### src/rtl/step_seq_ctrl.sv
// Two-requester step sequencer. A granted job latches its direction and step
// count, then walks a shared 4-bit counter up or down once per cycle. It
// signals completion on the owner's ack until that owner withdraws its request.
module step_seq_ctrl (
  input  logic       clock,
  input  logic       reset,
  input  logic       req0,
  input  logic       mode0,
  input  logic [3:0] steps0,
  input  logic       req1,
  input  logic       mode1,
  input  logic [3:0] steps1,
  output logic       ack0,
  output logic       ack1,
  output logic       busy,
  output logic       owner,
  output logic       dir,
  output logic [3:0] count,
  output logic [1:0] state
);

  typedef enum logic [1:0] {
    IDLE = 2'b00,
    LOAD = 2'b01,
    RUN  = 2'b10,
    DONE = 2'b11
  } state_t;

  state_t     state_q, state_d;
  logic       owner_q, owner_d;
  logic       dir_q, dir_d;
  logic       last_q, last_d;
  logic [3:0] rem_q, rem_d;
  logic [3:0] count_q, count_d;
  logic       grant_id;
  logic       req_owner;

  // Next-state and datapath updates; every register holds unless its state acts on it
  always_comb begin
    state_d   = state_q;
    owner_d   = owner_q;
    dir_d     = dir_q;
    last_d    = last_q;
    rem_d     = rem_q;
    count_d   = count_q;
    grant_id  = 1'b0;
    req_owner = owner_q ? req1 : req0;

    case (state_q)
      IDLE: begin
        if (req0 || req1) begin
          // On contention the requester that did not finish last wins;
          // otherwise the single active requester (req1 alone selects 1).
          grant_id = (req0 && req1) ? ~last_q : req1;
          owner_d  = grant_id;
          dir_d    = grant_id ? mode1 : mode0;
          rem_d    = grant_id ? steps1 : steps0;
          state_d  = LOAD;
        end
      end
      LOAD: begin
        state_d = (rem_q == 4'd0) ? DONE : RUN;
      end
      RUN: begin
        // Counter wraps naturally in 4 bits in both directions
        count_d = dir_q ? (count_q - 4'd1) : (count_q + 4'd1);
        rem_d   = rem_q - 4'd1;
        if (rem_q == 4'd1) begin
          state_d = DONE;
        end
      end
      DONE: begin
        // Requests are only looked at again once the owner lets go
        if (!req_owner) begin
          state_d = IDLE;
          last_d  = owner_q;
        end
      end
      default: begin
        state_d = IDLE;
      end
    endcase
  end

  // State and job registers; reset also aborts any job in flight
  always_ff @(posedge clock) begin
    if (reset) begin
      state_q <= IDLE;
      owner_q <= 1'b0;
      dir_q   <= 1'b0;
      last_q  <= 1'b1;
      rem_q   <= 4'd0;
      count_q <= 4'd0;
    end else begin
      state_q <= state_d;
      owner_q <= owner_d;
      dir_q   <= dir_d;
      last_q  <= last_d;
      rem_q   <= rem_d;
      count_q <= count_d;
    end
  end

  // Outputs are pure decodes of registered state
  assign busy  = (state_q == LOAD) || (state_q == RUN);
  assign ack0  = (state_q == DONE) && !owner_q;
  assign ack1  = (state_q == DONE) && owner_q;
  assign owner = owner_q;
  assign dir   = dir_q;
  assign count = count_q;
  assign state = state_q;

endmodule

### config.mk
export PLATFORM = sky130hd
export DESIGN_NAME = step_seq_ctrl
export DESIGN_NICKNAME = d
export VERILOG_FILES = /design/src/rtl/step_seq_ctrl.sv
export SDC_FILE = /design/constraint.sdc
export NUM_CORES = 1
export LEC_CHECK = 0
export CAP_MARGIN = 25
export CORE_UTILIZATION = 47
export DETAILED_ROUTE_END_ITERATION = 12
export PLACE_DENSITY = 0.85
export RECOVER_POWER = 50
export SLEW_MARGIN = 25
export SYNTH_ARGS = -nofsm -noshare
export SYNTH_HDL_FRONTEND = slang
export SYNTH_SLANG_ARGS = --single-unit
export TNS_END_PERCENT = 10
### constraint.sdc
create_clock -name clock -period 2 [get_ports clock]
set_clock_uncertainty 0.1 [all_clocks]
set_input_delay 0.2 -clock clock [delete_from_list [all_inputs] [get_ports clock]]
set_output_delay 0.2 -clock clock [all_outputs]
set_load 0.05 [all_outputs]
==> Word-level counts from Yosys, hierarchy flattened <==
Index checks and enable logic that the tools add are counted.
{ "op_classes": {"n_bitwise": 2, "n_mux": 12, "add_sub_neg": 3, "n_reduce_logical": 13, "eq_ne": 7} }
{ "op_table": {"columns": ["cell", "count"], "rows": [
  ["two-way mux 4 bit", 3],
  ["one-hot mux 2 bit (4 select lines)", 1],
  ["one-hot mux 4 bit (2 select lines)", 1],
  ["subtractor 4 x 1 -> 4 bit (second input constant)", 2],
  ["two-way mux 2 bit", 3],
  ["!= test 2 bit (second input constant)", 3],
  ["AND reduction 2 bit", 3],
  ["adder 4 x 1 -> 4 bit (second input constant)", 1],
  ["== test 2 bit (second input constant)", 2],
  ["== test 4 x 1 -> 1 bit (second input constant)", 1],
  ["logical NOT 4 bit", 1],
  ["two-way mux 1 bit", 4],
  ["logical AND 1 bit", 3],
  ["AND reduction 3 bit", 1],
  ["== test 2 x 1 -> 1 bit (second input constant)", 1],
  ["logical NOT 2 bit", 1],
  ["logical OR 1 bit", 2],
  ["inverter 1 bit", 2],
  ["nonzero test 2 bit", 1],
  ["logical NOT 1 bit", 1]
]} }
{ "totals": {"input_bits": 14, "elab_cells": 43, "output_inout_bits": 11, "reg_bits": 13} }

==> Depth between registers and ports, before layout <==
Gate-level depths: netlist of run 1.
{ "logic_depth": {"depth_word": 5, "ltp_mapped": 7} }

==> Worst setup path after synthesis of run 1 <==
Ideal clock, no wire load.
{ "synth_path": {"kind": "reg-to-reg", "startpoint": "register state_q[0], in the netlist state[0]", "endpoint": "register state_q[0], in the netlist state[0]", "setup_ns": 0.086, "n_path_buf": 1, "stages_incl_launch_ff": 7, "arrival_time_ns": 2.037, "t_required_ns": 1.814, "period_less_slack_ns": 2.223, "slack_ns": -0.223, "cell_sequence": "dfxtp_1 > inv_1 > ha_1 > clkbuf_1 > a221oi_4 > o21ai_2 > a221oi_2"} }
{ "synth_via": {"elab_chain_len": 3, "word_cells_on_any_way": 9, "classes_between": "eq/ne: 6; mux: 1; reduce/logical: 2"} }
{ "synth_rtl": {"columns": ["element", "line", "rtl"], "rows": [
  ["start: declaration", "29", "state_t state_q, state_d;"],
  ["start signal: assignment", "95", "state_q <= state_d;"],
  ["== test 2 bit / logical NOT 2 bit (equally long branches)", "49", "case (state_q)"],
  ["!= test 2 bit (no source line)", null, null],
  ["AND reduction 3 bit (no source line)", null, null]
]} }
Parallel ways exist; a longest one is shown, timed or not.
A chain may end at the register's enable or synchronous reset.

==> Worst setup path in the final report of run 1 <==
{ "layout_path": {"startpoint": "input req1", "endpoint": "register rem_q[1]"} }
{ "layout_via": {"elab_chain_len": 5, "word_cells_on_any_way": 8, "classes_between": "eq/ne: 1; mux: 4; reduce/logical: 3"} }
{ "layout_rtl": {"columns": ["element", "line", "rtl"], "rows": [
  ["start: declaration", "10", "input logic req1,"],
  ["logical AND 1 bit", "54", "grant_id = (req0 && req1) ? ~last_q : req1;"],
  ["two-way mux 1 bit", "54", null],
  ["two-way mux 4 bit", "57", "rem_d = grant_id ? steps1 : steps0;"],
  ["two-way mux 4 bit", "51", "if (req0 || req1) begin"],
  ["one-hot mux 4 bit (2 select lines)", "49", null],
  ["end signal: assignment", "99", "rem_q <= rem_d;"],
  ["end: declaration", "33", "logic [3:0] rem_q, rem_d;"]
]} }
Parallel ways exist; a longest one is shown, timed or not. The select of a mux whose other input is x is not followed.

==> metrics.txt, run 1 <==
area grow syn2layout=34.2%; PortBufs=24; Max Root-Sink Buffers=2; max-slew violations=0; Post-Layout Inst Area=1220 sq um; Post-DP HPWL=1500 microns; initial antenna violation count=0; number of global-route vias before repair=759; fraction of registers with async set/reset=0%; synth unique cells=35; RSZ-0062 raised after global routing=false; hold worst-path end=count[3]; Max-slew headroom=about 60%; Hold Path Cell Cnt=2; Die Width=about 46 microns; Post-Syn Instances=102; reg-to-reg critical path startpoint=state[0]; Remaining DRCs=0; Hold WS=a little under 400 ps; first-pass GRT wire length=around 3300 microns; Starting Density=51.7%; post-DR wirelength/cell=12.8 microns; H-tree Lvls=1; post-synth top area share=28.5%; Hold Fails Final Rpt=0; Max IR drop VDD=just over 600 uV; top cells by count, synth=dfxtp_1 (13), ha_1 (10), inv_1 (9), nor2_1 (9), a21oi_1 (8); predominant post-synthesis flop cell=dfxtp_1; Synth Cell Area=912 sq um; leakage=a little over 0.5 nW; pwr/cell area=around 1400 nW/um^2; overall power=between 1.5 and 2 mW; clock sinks=13; final core occ=a little over two thirds; crit path kind=primary input to flip-flop; switching power total=0.857 mW; number of synthesized register bits=13; Post-synth EDFFs=0; CP max FO=5; HP Class=flip-flop to flip-flop; DR pass1 iterations=4; CTS root buf=clkbuf_4; share of layout cells above drive strength 1=around 18%; ant diodes=0; CTS tree=built; Max Freq=roughly 530 MHz; Int Power=slightly below 0.9 mW; worst hold start=count[3]; Routed WL=between 2000 and 2500 microns; crit end category=flip-flop; # IOs=25; remaining antenna violation count=0; Switching Share=49.5%; # nets final=158; fin crit share=95.1%; setup ws final=between 90 and 100 ps; All-Layer GR Usage=approximately 22%; Synth area leader=dfxtp_1; maxcap violations=0; Worst EP arrival=just under 2000 ps; top-count cell post-synth=dfxtp_1; Mapped Nets=~130; R2R Setup Slk=approximately 120 ps; Iter 0 DRT Violations=16; core area=around 1800 sq um; CP startpoint=req1; Synth Warn #=0; Tmin final=approximately 1900 ps; CP Launch Type=primary input; Clk network pwr share=a little under a tenth; Mean Syn Cell Area=roughly 8.9 sq um; Synth area leaders=dfxtp_1 (29%), ha_1 (14%), mux2_2 (6.2%); placed cell area=between 1000 and 1500 sq um; largest net degree at the start of global routing=14; sequential fraction of the synthesis area=28.5%; outcome=complete, no violations; r2r endpoint=rem_q[2]; Slew @ Worst Pin=approximately 600 ps; vias=832; final setup violation count=0; Die ar.=2120 sq um; Avg Vias per Cell=about 5.3; GRT Residual Overflow=0; total CTS buffers=3; Final GP Congestion=just under 0.8; WP data required=~2000 ps; die height=46.1 microns; Flop pwr share=between 20% and 30%; R2R cell count=6; Clock Latency Late Sink=roughly 280 ps; clock slew at reported path FFs=around 80 ps; Gate power share=between 60% and 70%; DP Worst Slack=between 40 and 50 ps; row count=15
==> registers in the layout (all words and copies together) (netlist names) <==
signal and flops:
last_q 1, rem_q 4, owner 1, dir 1, state 2, count 4
==> timing repair <==
action / CTS / global route
gates resized for setup: 0 / 1
endpoints found under the setup margin: 0 / 1
hold buffers: 0 / 0
hold endpoints to repair: 0 / 0
buffers inserted: 0 / 1
==> cells in the final DEF (no fill, tap or decap), types with 3 or more instances in the layout <==
cell and count:
nand2_1 6, nor2b_1 3, ha_1 10, buf_4 4, a211oi_1 3, dlygate4sd3_1 3, inv_1 8, mux2_2 5
clkbuf_4 3, nand3_1 5, dfxtp_1 11, nor2_1 9, a21oi_1 8, clkdlybuf4s50_1 18
==> how the worst max path moves through the flow <==
stage	endpoint	slack, ps	cells after the start
after floorplan	count[3]	-10	5
after CTS	state[0]	70	6
after global routing	rem_q[2]	20	6
final	rem_q[1]	100	5
after global placement	rem_q[1]	100	5
after detailed placement	state[0]	40	5
==> routing by layer <==
layer  GRT usage (%)  up-vias  wire (microns)
met3            6.67        2             128
met1            27.8      373             866
li1                -      426               -
met2            34.9       31            1010
met5               0        -               0
met4            6.47        0              10
==> power by group through the flow <==
stage | clock [mW] | sequential [mW] | combinational [mW]
5_1_grt | 0.176 | 0.468 | 1.23
3_5_place_dp | 0 | 0.462 | 1.11
6_report | 0.164 | 0.456 | 1.11
3_3_place_gp | 0 | 0.455 | 1.09
2_1_floorplan | 0 | 0.605 | 0.661
4_1_cts | 0.167 | 0.457 | 1.12
==> worst max-delay path: stages <==
cell and delay, ps:
clkdlybuf4s50_1 550, a21boi_1 550, mux2_2 410, o211ai_1 160, a21oi_1 80
==> cell type report <==
class | count | area, sq um
fillers | 149 | 541
well taps | 25 | 31.3
repair buffers | 28 | 263
inverters | 9 | 33.8
flip-flops and latches | 13 | 263
multi-input cells | 78 | 607
clock buffers | 4 | 26.3
==> through the flow <==
step / setup TNS, ps / cells
after floorplan: -10.1 / 102
after global placement: 0 / 152
after detailed placement: 0 / 152
after CTS: 0 / 156
after global routing: 0 / 157
final: 0 / 157
==> cell families (layout without fill, tap and decap cells) <==
| logic type | Yosys count | count (layout) | share of synthesized area [%] |
|---|---|---|---|
| compound gates | 27 | 27 | 23.3 |
| buf+inv | 11 | 41 | 4.53 |
| xor+xnor | 2 | 2 | 1.92 |
| simple gates | 32 | 32 | 18.5 |
| mux | 6 | 6 | 7.27 |
| flops | 13 | 13 | 28.5 |
| fa+ha+maj | 11 | 11 | 15.9 |
Note: power is estimated with default switching activity, not from simulation.
==> inputs of run 2 (changes only) <==
- PLACE_DENSITY: 0.85 -> 0.79
- SLEW_MARGIN: 25 -> 5
- TNS_END_PERCENT: 10 -> 30
==> run 2 against run 1 <==
Compared with the run above: register-to-register slack is essentially flat; clock power grew 2%; critical path depth grew 1; critical endpoint is now rem_q[2].
==> metrics.txt, run 2 (synthesized netlist as in run 1, its figures left out) <==
Post-DP HPWL=1530 microns (+2.6%); GRT Residual Overflow=0 (unchanged); met3 Usage GRT=5.10% (-1.6 points); overall power=1.74 mW (+0.41%); CP max FO=5 (unchanged); ant diodes=0 (unchanged); CTS root buf=clkbuf_4; final setup violation count=0 (unchanged); Slew @ Worst Pin=514 ps (-92.5 ps); initial antenna violation count=0 (unchanged); total CTS buffers=3 (unchanged); Die ar.=2120 sq um (unchanged); maxcap violations=0 (unchanged); HP Class=flip-flop to flip-flop; Iter 0 DRT Violations=1 (-15); DR pass1 iterations=4 (unchanged); area grow syn2layout=36.2%; post-DR wirelength/cell=12.1 microns (-5.9%); PortBufs=24 (unchanged); Worst EP arrival=1990 ps (+40 ps); All-Layer GR Usage=20.8% (-0.95 points); Starting Density=51.7% (unchanged); most frequent cells in the layout=clkdlybuf4s50_1 (19), dfxtp_1 (11), ha_1 (10); CP Launch Type=flip-flop; # IOs=25 (unchanged); Final GP Congestion=0.832 (+5.5%); Max-slew headroom=65.6% (+6.1 points); leakage=0.506 nW (+0.29%); fin crit share=94.6% (-0.49 points); WP data required=2100 ps (+60 ps); Clock Latency Late Sink=270 ps (about the same); number of global-route vias before repair=762 (+0.40%); Post-Layout Inst Area=1240 sq um (+1.5%); R2R Setup Slk=110 ps (about the same); pwr/cell area=1400 nW/um^2 (-1.1%); largest net degree at the start of global routing=14 (unchanged); # nets final=158 (unchanged); Avg Vias per Cell=5.32 (+0.48%); CTS tree=built; Hold WS=382 ps (-7.38 ps); crit end category=flip-flop; placed cell area=1230 sq um (+1.7%); outcome=complete, no violations; share of layout cells above drive strength 1=17.4% (-0.76 points); remaining antenna violation count=0 (unchanged); Max Freq=528 MHz (+0.52%); most common cell after layout, fill and taps aside=clkdlybuf4s50_1; H-tree Lvls=1 (unchanged); met1 Resource Use GR=27.3% (-0.44 points); final core occ=70.4% (+1.1 points); Remaining DRCs=0 (unchanged); crit path kind=flip-flop to flip-flop; setup repair bufs after CTS=0 (unchanged); Max Root-Sink Buffers=2 (unchanged); Hold Fails Final Rpt=0 (unchanged); core area=1760 sq um (unchanged); Top Usage Layer GRT=met2; clock slew at reported path FFs=90 ps (about the same); Tmin final=1890 ps (-9.88 ps); met2 Usage GRT=33.2% (-1.7 points); cts repair resizes=0 (unchanged); first-pass GRT wire length=3180 microns (-2.5%); Max IR drop VDD=828 uV (+33%); vias=836 (+0.48%); hold buffer count at CTS=0 (unchanged); max-slew violations=0 (unchanged); clock sinks=13 (unchanged); Routed WL=1900 microns (-5.9%); row count=15 (unchanged); Die Width=46.1 microns (unchanged); die height=46.1 microns (unchanged)
==> run 2: cell types whose count changed in the layout (fill, tap and decap cells not counted), sizes merged <==
cell | before | now
clkdlybuf4s50 | 18 | 19
dlygate4sd3 | 3 | 2
clkbuf | 6 | 5
clkinv | 0 | 1
==> run 2: power breakdown <==
group | leakage (nW) | internal [mW] | switching, mW | total [mW]
clock network | 0.0177 | 0.0740 | 0.0936 | 0.168
logic | 0.380 | 0.452 | 0.661 | 1.11
registers | 0.107 | 0.352 | 0.105 | 0.457
total | 0.506 | 0.878 | 0.859 | 1.74
==> run 2: area by class of cell <==
cell class,count,area (sq um)
tap,25,31.3
timing repair buffer,28,274
fill,146,522
inverter,9,33.8
sequential,13,263
clock inverter,1,5.00
multi-input combinational,78,613
clock buffer,3,22.5
==> run 2: layer usage <==
layer  vias up  part of all wire, %
li1        425                    -
met1       383                   47
met2        26                   48
met3         2                  4.6
met4         0                 0.42
met5         -                    0
==> run 2: path summary, 6_finish.rpt <==
path	from	endpoint	cells past startpoint
worst min register to register	count[3]	count[3]	2
worst max register to register	state[0]	rem_q[2]	6
worst min-delay path	count[3]	count[3]	2
worst max-delay path	state[0]	rem_q[2]	6
==> run 2: critical path: stages, from the launching register on <==
cell     delay, ps
dfxtp_2        370
inv_1          100
ha_1           280
nor3b_4        200
or2_1          290
o31a_2         330
a21oi_1        140
==> run 2: through the flow <==
step / instances / worst slack, ps / setup TNS [ps]
final: 157 / 107 / 0
after global routing: 157 / -10.3 / -10.3
after CTS: 157 / 92.5 / 0
after detailed placement: 153 / 69.7 / 0
after global placement: 153 / 105 / 0
after floorplan: 102 / -10.1 / -10.1
